File: config.mk
export PLATFORM = sky130hd
export DESIGN_NAME = uart_rx
export DESIGN_NICKNAME = d
export VERILOG_FILES = /design/src/rtl/uart_rx.sv
export SDC_FILE = /design/constraint.sdc
export NUM_CORES = 1
export LEC_CHECK = 0
export ABC_CLOCK_PERIOD_IN_PS = 5150
export CAP_MARGIN = 0
export CORE_AREA = 2 2 61 63
export DETAILED_ROUTE_END_ITERATION = 8
export DIE_AREA = 0 0 63 65
export PLACE_DENSITY = 0.79
export SLEW_MARGIN = 20
export SYNTH_ARGS = -nofsm -noshare
export SYNTH_HDL_FRONTEND = slang
export SYNTH_SLANG_ARGS = --single-unit
export TNS_END_PERCENT = 1
File: constraint.sdc
create_clock -name clk -period 5.15 [get_ports clk]
set_clock_uncertainty 0.2 [all_clocks]
set_input_delay 0.7725 -clock clk [delete_from_list [all_inputs] [get_ports clk]]
set_output_delay 0.7725 -clock clk [all_outputs]
set_load 0.03 [all_outputs]
File: src/rtl/uart_rx.sv
// -----------------------------------------------------------------------------
// uart_rx -- 8N1 serial receiver with 16x (OVERSAMPLE) oversampling.
//
// Receives an idle-high serial line (start bit low, 8 data bits LSB first,
// stop bit high). Each correctly framed byte is delivered on data_out with a
// one-cycle valid_out pulse. A low stop bit gives a one-cycle frame_err pulse.
//
// Optional feature macro: UART_RX_PARITY_EN
//   When defined, a parity bit is expected between the data and stop bits.
//   ODD_PARITY selects odd (1) or even (0) parity, and a one-cycle
//   parity_err pulse reports a mismatch at the end of the stop bit.
//
// Ports:
//   clk        in   system clock, all state on the rising edge
//   reset      in   asynchronous active-high reset
//   serial_in  in   serial line, asynchronous to clk
//   data_out   out  last correctly framed byte, held until the next one
//   valid_out  out  one-cycle pulse, data_out updated this cycle
//   frame_err  out  one-cycle pulse, stop bit sampled low
//   busy       out  high from start detect until return to IDLE
//   parity_err out  (UART_RX_PARITY_EN only) one-cycle parity mismatch pulse
// -----------------------------------------------------------------------------
module uart_rx #(
    parameter int CLK_FREQ   = 100_000_000,
    parameter int BAUD       = 9600,
    parameter int OVERSAMPLE = 16
`ifdef UART_RX_PARITY_EN
    ,
    parameter bit ODD_PARITY = 1'b0
`endif
) (
    input  logic       clk,
    input  logic       reset,
    input  logic       serial_in,
    output logic [7:0] data_out,
    output logic       valid_out,
    output logic       frame_err,
    output logic       busy
`ifdef UART_RX_PARITY_EN
    ,
    output logic       parity_err
`endif
);

    localparam int DIV    = CLK_FREQ / (BAUD * OVERSAMPLE);
    localparam int DIV_W  = (DIV > 1) ? $clog2(DIV) : 1;
    localparam int TICK_W = $clog2(OVERSAMPLE);

    localparam logic [DIV_W-1:0]  DIV_LAST  = DIV_W'(DIV - 1);
    localparam logic [TICK_W-1:0] TICK_LAST = TICK_W'(OVERSAMPLE - 1);
    localparam logic [TICK_W-1:0] TICK_MID  = TICK_W'(OVERSAMPLE / 2 - 1);

    typedef enum logic [2:0] {
        IDLE   = 3'd0,
        START  = 3'd1,
        DATA   = 3'd2,
`ifdef UART_RX_PARITY_EN
        PARITY = 3'd4,
`endif
        STOP   = 3'd3
    } state_t;

`ifdef UART_RX_PARITY_EN
    // Expected parity bit for a data byte: XOR of the bits, inverted for odd.
    function automatic logic parity_of(input logic [7:0] d, input logic odd);
        return (^d) ^ odd;
    endfunction
`endif

    state_t              state_r;
    logic                sync1_r;
    logic                sync2_r;
    logic                prev_r;
    logic [1:0]          settle_r;
    logic [DIV_W-1:0]    div_cnt_r;
    logic [TICK_W-1:0]   tick_cnt_r;
    logic [2:0]          bit_idx_r;
    logic [7:0]          shift_r;

    logic                tick_s;
    logic                fall_s;
    logic                start_s;
    logic                par_bad_s;

`ifdef UART_RX_PARITY_EN
    logic                parity_bit_r;
`endif

    // Derive the oversample tick, the synced falling edge and start detect.
    // The settle counter keeps the reset value of the sync flops (idle high)
    // from looking like a falling edge when the line is already low.
    always_comb begin
        tick_s  = (div_cnt_r == DIV_LAST);
        fall_s  = (settle_r == 2'd3) && prev_r && !sync2_r;
        start_s = (state_r == IDLE) && fall_s;
`ifdef UART_RX_PARITY_EN
        par_bad_s = (parity_bit_r != parity_of(shift_r, ODD_PARITY));
`else
        par_bad_s = 1'b0;
`endif
    end

    // Two-flop synchronizer, edge register and post-reset settle counter.
    always_ff @(posedge clk or posedge reset) begin
        if (reset) begin
            sync1_r  <= 1'b1;
            sync2_r  <= 1'b1;
            prev_r   <= 1'b1;
            settle_r <= 2'd0;
        end else begin
            sync1_r <= serial_in;
            sync2_r <= sync1_r;
            prev_r  <= sync2_r;
            if (settle_r != 2'd3) begin
                settle_r <= settle_r + 2'd1;
            end
        end
    end

    // Baud divider: counts 0..DIV-1, realigned to the detected start edge.
    always_ff @(posedge clk or posedge reset) begin
        if (reset) begin
            div_cnt_r <= '0;
        end else if (start_s || tick_s) begin
            div_cnt_r <= '0;
        end else begin
            div_cnt_r <= div_cnt_r + DIV_W'(1);
        end
    end

    // Receive FSM with registered outputs; tick counter advances on ticks only.
    always_ff @(posedge clk or posedge reset) begin
        if (reset) begin
            state_r    <= IDLE;
            tick_cnt_r <= '0;
            bit_idx_r  <= 3'd0;
            shift_r    <= 8'h00;
            data_out   <= 8'h00;
            valid_out  <= 1'b0;
            frame_err  <= 1'b0;
            busy       <= 1'b0;
`ifdef UART_RX_PARITY_EN
            parity_bit_r <= 1'b0;
            parity_err   <= 1'b0;
`endif
        end else begin
            valid_out <= 1'b0;
            frame_err <= 1'b0;
`ifdef UART_RX_PARITY_EN
            parity_err <= 1'b0;
`endif
            case (state_r)
                IDLE: begin
                    if (start_s) begin
                        state_r    <= START;
                        busy       <= 1'b1;
                        tick_cnt_r <= '0;
                    end else begin
                        busy <= 1'b0;
                    end
                end
                START: begin
                    if (tick_s) begin
                        if (tick_cnt_r == TICK_MID) begin
                            tick_cnt_r <= '0;
                            if (!sync2_r) begin
                                bit_idx_r <= 3'd0;
                                state_r   <= DATA;
                            end else begin
                                // Start bit gone by its midpoint: a glitch.
                                state_r <= IDLE;
                                busy    <= 1'b0;
                            end
                        end else begin
                            tick_cnt_r <= tick_cnt_r + TICK_W'(1);
                        end
                    end
                end
                DATA: begin
                    if (tick_s) begin
                        if (tick_cnt_r == TICK_LAST) begin
                            tick_cnt_r <= '0;
                            shift_r    <= {sync2_r, shift_r[7:1]};
                            if (bit_idx_r == 3'd7) begin
`ifdef UART_RX_PARITY_EN
                                state_r <= PARITY;
`else
                                state_r <= STOP;
`endif
                            end else begin
                                bit_idx_r <= bit_idx_r + 3'd1;
                            end
                        end else begin
                            tick_cnt_r <= tick_cnt_r + TICK_W'(1);
                        end
                    end
                end
`ifdef UART_RX_PARITY_EN
                PARITY: begin
                    if (tick_s) begin
                        if (tick_cnt_r == TICK_LAST) begin
                            tick_cnt_r   <= '0;
                            parity_bit_r <= sync2_r;
                            state_r      <= STOP;
                        end else begin
                            tick_cnt_r <= tick_cnt_r + TICK_W'(1);
                        end
                    end
                end
`endif
                STOP: begin
                    if (tick_s) begin
                        if (tick_cnt_r == TICK_LAST) begin
                            tick_cnt_r <= '0;
                            state_r    <= IDLE;
                            busy       <= 1'b0;
`ifdef UART_RX_PARITY_EN
                            parity_err <= par_bad_s;
`endif
                            if (!sync2_r) begin
                                frame_err <= 1'b1;
                            end else if (!par_bad_s) begin
                                data_out  <= shift_r;
                                valid_out <= 1'b1;
                            end
                        end else begin
                            tick_cnt_r <= tick_cnt_r + TICK_W'(1);
                        end
                    end
                end
                default: begin
                    state_r    <= IDLE;
                    busy       <= 1'b0;
                    tick_cnt_r <= '0;
                end
            endcase
        end
    end

endmodule

==> parameters.txt <==
Parameter                              Value

Timing
  Final setup violating endpoints    0
  Slew headroom    65.5%
  Final worst path period need    between 2 and 2.5 ns
  Slew at the pin closest to its max-slew limit    about 0.52 ns
  Final-report hold violation count    0
  RSZ-0062 raised after global routing    false
  Count of pins over their slew limit    0
  Total negative slack    0 ns
  Max Clock Freq    ~0.42 GHz
  Worst setup margin    approximately 2.8 ns
  Final period util    45.7%

Worst setup path
  Stage delay of the slowest cell on the critical path    approximately 0.67 ns
  Cells traversed along the worst timing path    clkdlybuf4s50_1
  Endpoint type of the worst setup path    output port
  Peak fanout along the critical path    2
  Worst EP required    roughly 4.2 ns
  Critical path arrival    1.38 ns
  Crit Reg-Reg Endpoint    shift_r[3]
  CP top delay family    buffers and inverters
  Bufs and invs on worst path    1
  Crit Path Category    flop to output port
  Start of the worst register-to-register path    div_cnt_r[5]
  Worst reg-to-reg path cell count    4
  R2R setup slack    approximately 2.8 ns
  Slowest-stage cell, CP    clkdlybuf4s50_1
  Crit start category    flop

Pwr
  Power density cells    between 300 and 400 nW/um^2
  Maximum VDD drop    about 220 uV
  Power consumption    0.000740 W
  Internal power consumption    about 0.00053 W
  Leakage    approximately 1.1 nW
  Clk pwr share    about 30%
  Sw Ratio    approximately 28%
  Switching pwr    0.000207 W
  Gate power share    15.2%
  Sequential group share of total power    between 50 and 60%

Global route
  GRT Total Usage    between 15 and 20%
  Routing layer with the top usage in global route    met2
  GR met1 Demand/Resource    a little over a fifth
  GR met2 Demand/Resource    32.2%
  Initial antenna violation count    0
  Largest net degree at the start of global routing    44
  Wire length of the first global-routing pass    approximately 5.8 mm
  Vias in the first global route    between 1k and 1.5k
  Met3 track demand over resource    slightly below 5%
  Remaining Overflow, GRT    0

Floorplanning
  Die outline area    4100 um^2
  Die Wd    63 um
  Height of the chip    around 65 um
  Starting Density    around 57%
  Number of ports placed on the die boundary    14
  Area of the core region    between 3000 and 4000 um^2
  Std-Cell Rows    22

Logic synthesis
  Instance count of the mapped netlist    approximately 160
  Synthesized area divided by synthesized cell count    roughly 12 um^2
  Post-synthesis sequential area ratio    53.9%
  Syn_nets    between 150 and 200
  Synthesized flop and latch total    43
  Distinct cell type count of the synthesized netlist    42
  Yosys synthesis warning count    0
  Combined area of all synthesized cells    2000 um^2

Layout
  Inserted Diodes    0
  Most used cells in the layout excluding fill and tap cells    dfrtp_1 (40), nor2_1 (15), clkdlybuf4s50_1 (13)
  Share of final-layout standard cells stronger than drive strength 1    between 15 and 20%
  Final Cell Area    2270 um^2
  Fill cell count    ~270
  Commonest non-fill, non-tap cell in the layout    dfrtp_1
  Number of nets in the finished design    ~190
  Post-synthesis to final-layout area growth    13.4%

Clock network
  Hold buffer count at cts    0
  Clock tree from TritonCTS    built
  Level count of the clock H-tree    2
  Post-CTS setup repair buffer count    0
  Worst-path clk slew    0.13 ns
  Insertion delay of the later-clocked pin in the worst-skew pair    roughly 0.35 ns
  Root buffer cell    clkbuf_4
  Number of buffers added by the clock tree synthesis step    5
  Post-cts repair resize count    0
  Sinks on the clock net    43
  Maximum count of clock buffers along a single path    2

Hold path
  Worst-case hold path end point    sync2_r
  Type of the worst min-delay path    flop to flop
  Cell depth of the worst min-delay path    0
  Critical hold path startpoint    sync1_r

Place
  Cell Area, Placed    between 2000 and 2500 um^2
  Half-perimeter wire length of the detailed placement result    roughly 2.3 mm
  Pre-CTS WS    2.80 ns
  Final RePlAce weighted congestion    0.844
  Number of buffers added on ports    13

Drt
  Vias    1250
  DRC violation total after the first TritonRoute iteration    52
  1st-pass router iterations    4
  Wire length per cell after detailed routing    approximately 14 um
  Via density per instance    5.48
  Detailed-route wire length    between 3 and 4 mm
  Count of unresolved DRC violations after routing    0
  Final ANT Viol Nets    0

Flow run
  Number of max-capacitance violations reported    0

Run status
  Outcome    complete, no violations
[per-layer routing]
metal  part of all wire [%]  routed length [um]
met4                    2.3                  72
met2                     50                1580
met3                    3.1                  97
met5                      0                   0
met1                     44                1390
[cells by family after synthesis]
group / count (synthesis) / synth area share, %
xor gates and xnor gates: 10 / 4.38
adders and majority gates: 6 / 3.75
and+or+nand+nor: 59 / 17.9
buffers and inverters: 7 / 1.69
DFF: 43 / 53.9
AOI/OAI and AO/OA: 17 / 6.19
muxes: 19 / 12.1
[registers in the layout (all words and copies together) (netlist names)]
register    cells
div_cnt_r      10
data_out        8
shift_r         8
tick_cnt_r      4
bit_idx_r       3
settle_r        2
state_r         2
busy            1
frame_err       1
prev_r          1
sync1_r         1
sync2_r         1
valid_out       1
[cell usage after synthesis, drive strengths merged]
cell type / count / share of area, %
dfrtp: 40 / 50
mux2: 18 / 12
nor2: 15 / 2.8
nand2: 10 / 1.9
nor3: 7 / 2.3
xnor2: 7 / 3.1
ha: 6 / 3.7
nand3: 6 / 1.5
inv: 4 / 0.75
nor3b: 4 / 1.7
o21ai: 4 / 1.0
a22o: 3 / 1.3
dfstp: 3 / 3.9
nand2b: 3 / 0.94
xor2: 3 / 1.3
a211o: 2 / 0.88
clkbuf: 2 / 0.38
nand4: 2 / 1.4
nor4: 2 / 0.62
nor4b: 2 / 1.6
or3: 2 / 0.62
a21o: 1 / 0.38
a21oi: 1 / 0.25
a2bb2oi: 1 / 0.44
a31oi: 1 / 0.31
and3b: 1 / 0.44
and4: 1 / 0.44
buf: 1 / 0.56
mux2i: 1 / 0.50
nand4b: 1 / 0.44
nand4bb: 1 / 0.56
nor2b: 1 / 0.31
o211a: 1 / 0.50
o211ai: 1 / 0.38
o21a: 1 / 0.38
o31ai: 1 / 0.38
or2: 1 / 0.31
[how the worst max path moves through the flow]
stage          cells past startpoint          end          from
2_1_floorplan                      5   shift_r[0]  div_cnt_r[5]
3_3_place_gp                       4   shift_r[7]  div_cnt_r[5]
3_5_place_dp                       4   shift_r[3]  div_cnt_r[5]
4_1_cts                            1         busy          busy
5_1_grt                            1  data_out[4]   data_out[4]
6_report                           1  data_out[3]   data_out[3]
[through the flow]
stage | hold WS (ns) | cells | util, %
4_1_cts | 0.168 | 228 | 65.0
5_1_grt | 0.174 | 228 | 65.0
3_5_place_dp | 0.149 | 220 | 62.4
3_3_place_gp | 0.146 | 220 | 62.4
6_report | 0.169 | 228 | 65.0
2_1_floorplan | 0.145 | 161 | -
[power groups by stage]
stage | clock network [W] | registers [W] | logic [W]
2_1_floorplan | 0 | 0.000412 | 0.0000791
3_5_place_dp | 0 | 0.000412 | 0.000113
3_3_place_gp | 0 | 0.000410 | 0.000108
4_1_cts | 0.000231 | 0.000406 | 0.000114
6_report | 0.000222 | 0.000406 | 0.000112
5_1_grt | 0.000243 | 0.000412 | 0.000128
[layout make-up]
cell class                      count  area [um^2]  area share [%]
Sequential cell                    43         1080            47.5
Multi-Input combinational cell    111          888            39.1
Timing Repair Buffer               14          138            6.06
Tap cell                           48         60.1            2.64
Clock buffer                        6         51.3            2.26
Clock inverter                      2         38.8            1.71
Inverter                            4         15.0           0.661
No activity file was read; power rests on OpenSTA's default activity.
